**config.mk**
```make
export PLATFORM = sky130hd
export DESIGN_NAME = sram_port_arbiter
export DESIGN_NICKNAME = d
export VERILOG_FILES = /design/src/rtl/sram_port_arbiter.sv
export SDC_FILE = /design/constraint.sdc
export NUM_CORES = 1
export LEC_CHECK = 0
export BUFFER_PORTS_ARGS = -buffer_cell sky130_fd_sc_hd__buf_2
export CAP_MARGIN = 30
export CORE_AREA = 2 2 99 101
export CTS_CLUSTER_DIAMETER = 50
export DETAILED_ROUTE_END_ITERATION = 8
export DIE_AREA = 0 0 101 103
export PLACE_DENSITY = 0.81
export SLEW_MARGIN = 40
export SYNTH_ARGS = -nofsm -noshare
export SYNTH_HDL_FRONTEND = slang
export SYNTH_SLANG_ARGS = --single-unit
```
**constraint.sdc**
```tcl
create_clock -name clk -period 1.5 [get_ports clk]
set_input_delay 0.075 -clock clk [delete_from_list [all_inputs] [get_ports clk]]
set_output_delay 0.075 -clock clk [all_outputs]
set_load 0.01 [all_outputs]
```
**src/rtl/sram_port_arbiter.sv**
```systemverilog
// rtl/sram_port_arbiter.sv - two-port round-robin arbiter for a shared SRAM interface with conf sequencing
module sram_port_arbiter #(
    parameter int          READ_LAT = 3,
    parameter logic [2:0]  CONF_RST = 3'b101
) (
    input  logic        clk,
    input  logic        rst_n,
    input  logic        p0_valid,
    output logic        p0_ready,
    input  logic        p0_we,
    input  logic [13:0] p0_addr,
    input  logic [31:0] p0_wdata,
    output logic        p0_rvalid,
    input  logic        p1_valid,
    output logic        p1_ready,
    input  logic        p1_we,
    input  logic [13:0] p1_addr,
    input  logic [31:0] p1_wdata,
    output logic        p1_rvalid,
    output logic [31:0] rdata,
    input  logic        cfg_valid,
    input  logic [2:0]  cfg_conf,
    output logic        cfg_ready,
    output logic        busy,
    output logic        csb_o,
    output logic        web_o,
    output logic [8:0]  addr_o,
    output logic [1:0]  addr24_o,
    output logic [2:0]  addr38_o,
    output logic [31:0] wdata_o,
    output logic [2:0]  conf_o,
    input  logic [31:0] sram_rdata
);

    typedef enum logic [1:0] {
        S_RUN   = 2'd0,
        S_DRAIN = 2'd1,
        S_APPLY = 2'd2
    } state_t;

    state_t              state;
    logic                rr;          // port that wins when both request
    logic                issue_port;  // port owning the access currently on the pins
    logic [READ_LAT-1:0] trk_v;
    logic [READ_LAT-1:0] trk_p;
    logic                bus_read;
    logic                pending;
    logic                grant0;
    logic                grant1;
    logic                sel;
    logic                sel_we;
    logic [13:0]         sel_addr;
    logic [31:0]         sel_wdata;

    // A read is on the pins this cycle; it counts as in flight from this point on
    assign bus_read = ~csb_o & web_o;
    assign pending  = bus_read | (|trk_v);
    assign busy     = (state != S_RUN) | pending;

    assign rdata     = sram_rdata;
    assign p0_rvalid = trk_v[READ_LAT-1] & ~trk_p[READ_LAT-1];
    assign p1_rvalid = trk_v[READ_LAT-1] &  trk_p[READ_LAT-1];

    assign p0_ready = grant0;
    assign p1_ready = grant1;

    // Round-robin grant, suppressed whenever a configuration change is requested or underway
    always_comb begin
        grant0 = 1'b0;
        grant1 = 1'b0;
        if (state == S_RUN && !cfg_valid) begin
            grant0 = p0_valid & (~p1_valid | ~rr);
            grant1 = p1_valid & (~p0_valid |  rr);
        end
    end

    // Fields of the granted request
    always_comb begin
        sel       = grant1;
        sel_we    = sel ? p1_we    : p0_we;
        sel_addr  = sel ? p1_addr  : p0_addr;
        sel_wdata = sel ? p1_wdata : p0_wdata;
    end

    // Registered interface pins: one access per grant, idle strobes otherwise
    always_ff @(posedge clk or negedge rst_n) begin
        if (!rst_n) begin
            csb_o      <= 1'b1;
            web_o      <= 1'b1;
            addr_o     <= '0;
            addr24_o   <= '0;
            addr38_o   <= '0;
            wdata_o    <= '0;
            issue_port <= 1'b0;
            rr         <= 1'b0;
        end else if (grant0 || grant1) begin
            csb_o      <= 1'b0;
            web_o      <= ~sel_we;
            addr24_o   <= sel_addr[13:12];
            addr_o     <= sel_addr[11:3];
            addr38_o   <= sel_addr[2:0];
            wdata_o    <= sel_wdata;
            issue_port <= sel;
            rr         <= ~sel;
        end else begin
            csb_o <= 1'b1;
            web_o <= 1'b1;
        end
    end

    // Read tracker: tail entry lines up with sram_rdata READ_LAT cycles after the read strobe
    always_ff @(posedge clk or negedge rst_n) begin
        if (!rst_n) begin
            trk_v <= '0;
            trk_p <= '0;
        end else begin
            trk_v[0] <= bus_read;
            trk_p[0] <= issue_port;
            for (int i = 1; i < READ_LAT; i++) begin
                trk_v[i] <= trk_v[i-1];
                trk_p[i] <= trk_p[i-1];
            end
        end
    end

    // Configuration sequencer: stop granting, let reads finish under the old conf, then switch
    always_ff @(posedge clk or negedge rst_n) begin
        if (!rst_n) begin
            state     <= S_RUN;
            conf_o    <= CONF_RST;
            cfg_ready <= 1'b0;
        end else begin
            case (state)
                S_RUN: begin
                    cfg_ready <= 1'b0;
                    if (cfg_valid) state <= S_DRAIN;
                end
                S_DRAIN: begin
                    if (!pending) begin
                        state     <= S_APPLY;
                        conf_o    <= cfg_conf;
                        cfg_ready <= 1'b1;
                    end
                end
                S_APPLY: begin
                    state     <= S_RUN;
                    cfg_ready <= 1'b0;
                end
                default: begin
                    state     <= S_RUN;
                    cfg_ready <= 1'b0;
                end
            endcase
        end
    end

endmodule
```
==> impl_results.md <==
* Post-Syn Nets at between 400 and 500
* Number of cells on the worst hold path at 3
* Starting Density at 37.3%
* GRT overflow at 0
* CTS sink cnt at 62
* Pins over their slew limit at 0
* Worst Setup SP: state[0]
* Synth top area cells: dfrtp_1 (41%), o31ai_2 (11%), a31oi_1 (8.2%)
* Post-DP HPWL at ~7000 um
* CP max stage cell: dfrtp_1
* Synth area leader: dfrtp_1
* FMAX at 617 MHz
* Core ar. at 0.00946 mm2
* Root Buffer: clkbuf_8
* Startpoint Class: flop
* Xor/xnor cell area share of the yosys netlist at 0%
* Failing checks: setup timing
* Number of synthesized flops with an enable pin at 0
* Status: finished with violations
* Htree depth at 3
* Mux contribution to synthesized area at 0.958%
* Port Buf Inserts at 158
* Diode count at 0
* Post-Synth Adder-Cell Area at 0%
* Most frequent cells after synthesis: dfrtp_1 (58), a21oi_1 (47), a31oi_1 (46), nand4_1 (46), buf_4 (32)
* TritonCTS clock tree: built
* Pwr dens at 1710 mW/mm2
* Initial antenna violation count at 0
* Routed via count at approximately 3700
* Seq cells post-synth at 62
* Final Hold Fails at 0
* Yosys cell types at 29
* Number of DRC markers in iteration 0 at about 180
* Crit Path Max Fanout at 16
* Largest net degree at the start of global routing at 63
* Avg Cell Area, Syn at between 9 and 10 um2
* Hold Path Sink: wdata_o[12]
* Routed WL per cell at approximately 19 um
* Remaining DRCs at 0
* Clock latency on the worst-skew pair at between 0.3 and 0.4 ns
* Design Power at 9.17 mW
* GPL Wtd Cong at approximately 0.75
* Crit Reg-Reg Endpoint: wdata_o[18]
* CP endpoint kind: flop
* Max cap viols at 0
* Routed Antenna Nets at 0
* Top-level port count at 223
* Max-slew headroom at 64.2%
* First-pass GRT wire length at approximately 17000 um
* Top-area cell type share of the netlist area at 41.1%
* CTS clk-pin slew, worst paths at roughly 0.07 ns
* Cell with the most instances after synthesis: dfrtp_1
* # setup viols final at 48
* Drt first pass iters at 5
* RSZ-0062 raised after global routing: yes
* Slew @ Worst Pin at 0.536 ns
* FF-to-FF setup slack at -0.12 ns
* Synthesized area at 0.00353 mm2
* Drt total wl at 12100 um
* Mapped Cells at 356
* Post-synthesis sequential area ratio at 44.1%
* Site Rows at 36
* Worst R2R Start: state[0]
* Worst Hold Launch: p1_wdata[12]
* Hold/Removal Path Class: in -> reg
* Synth Flop Type: dfrtp_1
* CP arrival at 1.84 ns
* Peak VDD IR at 741 uV
* Share of layout cells above drive strength 1 at between 40% and 50%
* Worst path required time at 1.72 ns
* Leakage at 2.22 nW
* Skew final at 0.0116 ns
* CTS Buffer Depth at 2
* R2R depth at 5
* Die Width at 101 um
* Crit Path Class: reg -> reg
* Die footprint at between 0.01 and 0.015 mm2
* Num CTS Buffers at 9
* Vias per cell at 5.77
* CP Cell Sequence: or3_4 > buf_6 > buf_16 > o31ai_1 > a31oi_1
* Post-synthesis simple-gate area fraction at 11.5%
* Compound-Gate Fraction of Synth Area at 29.7%
* Final period utilization at 108%
* Worst path max stage delay at 0.39 ns
* Worst hold margin at 0.00462 ns
* Layout area overhead at 51.9%
* Fin crit period at 1.62 ns
* Ys Warns at 0
* Combinational family with the most area after synthesis: compound AO/OA/AOI/OAI gates
* Vias in the first global route at between 3000 and 4000
* Global-route usage over all layers at 21.3%
* Die H at 103 um
* Nets@finish at 654
* Setup ws final at -0.121 ns
* Post-synth ARST share at 100%
-- layout make-up --
cell class                      instances  area, um2
Clock buffer                           13        159
Clock inverter                          3       90.1
Fill cell                             790       4100
Inverter                                4       15.0
Multi-Input combinational cell        212       1760
Sequential cell                        62       1560
Tap cell                              114        143
Timing Repair Buffer                  231       1640
-- worst max-delay path, delay by kind of cell, from the launching register on --
kind	cells	cell delay [ns]
flip-flops	1	0.39
buffers and inverters	2	0.33
AO/OA/AOI/OAI	2	0.36
AND/OR/NAND/NOR	1	0.39
-- power breakdown --
part           internal, mW  leakage [nW]  switching (mW)  total, mW
Sequential             2.49         0.695           0.463       2.95
Clock                  1.20         0.124           0.673       1.87
Combinational          1.91          1.41            2.44       4.35
-- routing by layer --
metal / GRT usage, % / up-vias / routed length, um / share of wire, %
li1: - / 1672 / - / -
met1: 25.6 / 1751 / 4730 / 39
met2: 36.7 / 229 / 6210 / 51
met3: 4.14 / 36 / 864 / 7.1
met4: 10.2 / 0 / 347 / 2.9
met5: 0 / - / 0 / 0
-- how the worst max path moves through the flow --
stage             endpoint  slack [ns]  cells past startpoint
2_1_floorplan    addr_o[5]       0.002                      5
3_3_place_gp    wdata_o[7]       -0.09                      4
3_5_place_dp   wdata_o[11]       -0.13                      4
4_1_cts           p1_ready        -0.1                      4
5_1_grt         wdata_o[6]       -0.17                      5
6_report       wdata_o[18]       -0.12                      5
-- stage by stage --
stage,utilization (%),setup TNS (ns),cells,instance area [um2],setup slack (ns)
finish,56.7,-3.54,639,5360,-0.121
global route,56.7,-5.89,639,5360,-0.173
CTS,53.8,-2.88,637,5080,-0.0986
detailed placement,45.2,-3.93,573,4270,-0.128
global placement,45.2,-1.83,573,4270,-0.0862
floorplan,-,0,356,3530,0.00214
-- cell families after synthesis --
group	Yosys count
AOI/OAI and AO/OA	143
buffers and inverters	82
DFF	62
muxes	3
and+or+nand+nor	66
-- state kept, by name, summed over array words and instances, names as in the netlist --
name and flops:
rr 1, addr_o 9, state 2, issue_port 1
trk_v 3, web_o 1, conf_o 3, trk_p 3
addr38_o 3, addr24_o 2, cfg_ready 1, csb_o 1
wdata_o 32
-- layout by cell type (no fill, tap or decap), types with 4 or more instances in the layout --
cell,n
o31ai_2,25
a31oi_1,46
buf_6,5
buf_2,157
dlygate4sd3_1,43
dfrtp_1,58
o31ai_4,18
buf_4,12
nand4_1,46
buf_12,9
clkbuf_8,11
dfstp_2,4
a21oi_1,47
-- repair_timing --
item,4_1_cts,5_1_grt
setup buffers,5,2
endpoints found under the setup margin,51,54
pin swaps,3,16
gates resized for setup,20,38
cloned,0,2
hold buffers,43,0
endpoints found under the hold margin,98,0
(Power assumes the default switching activity.)
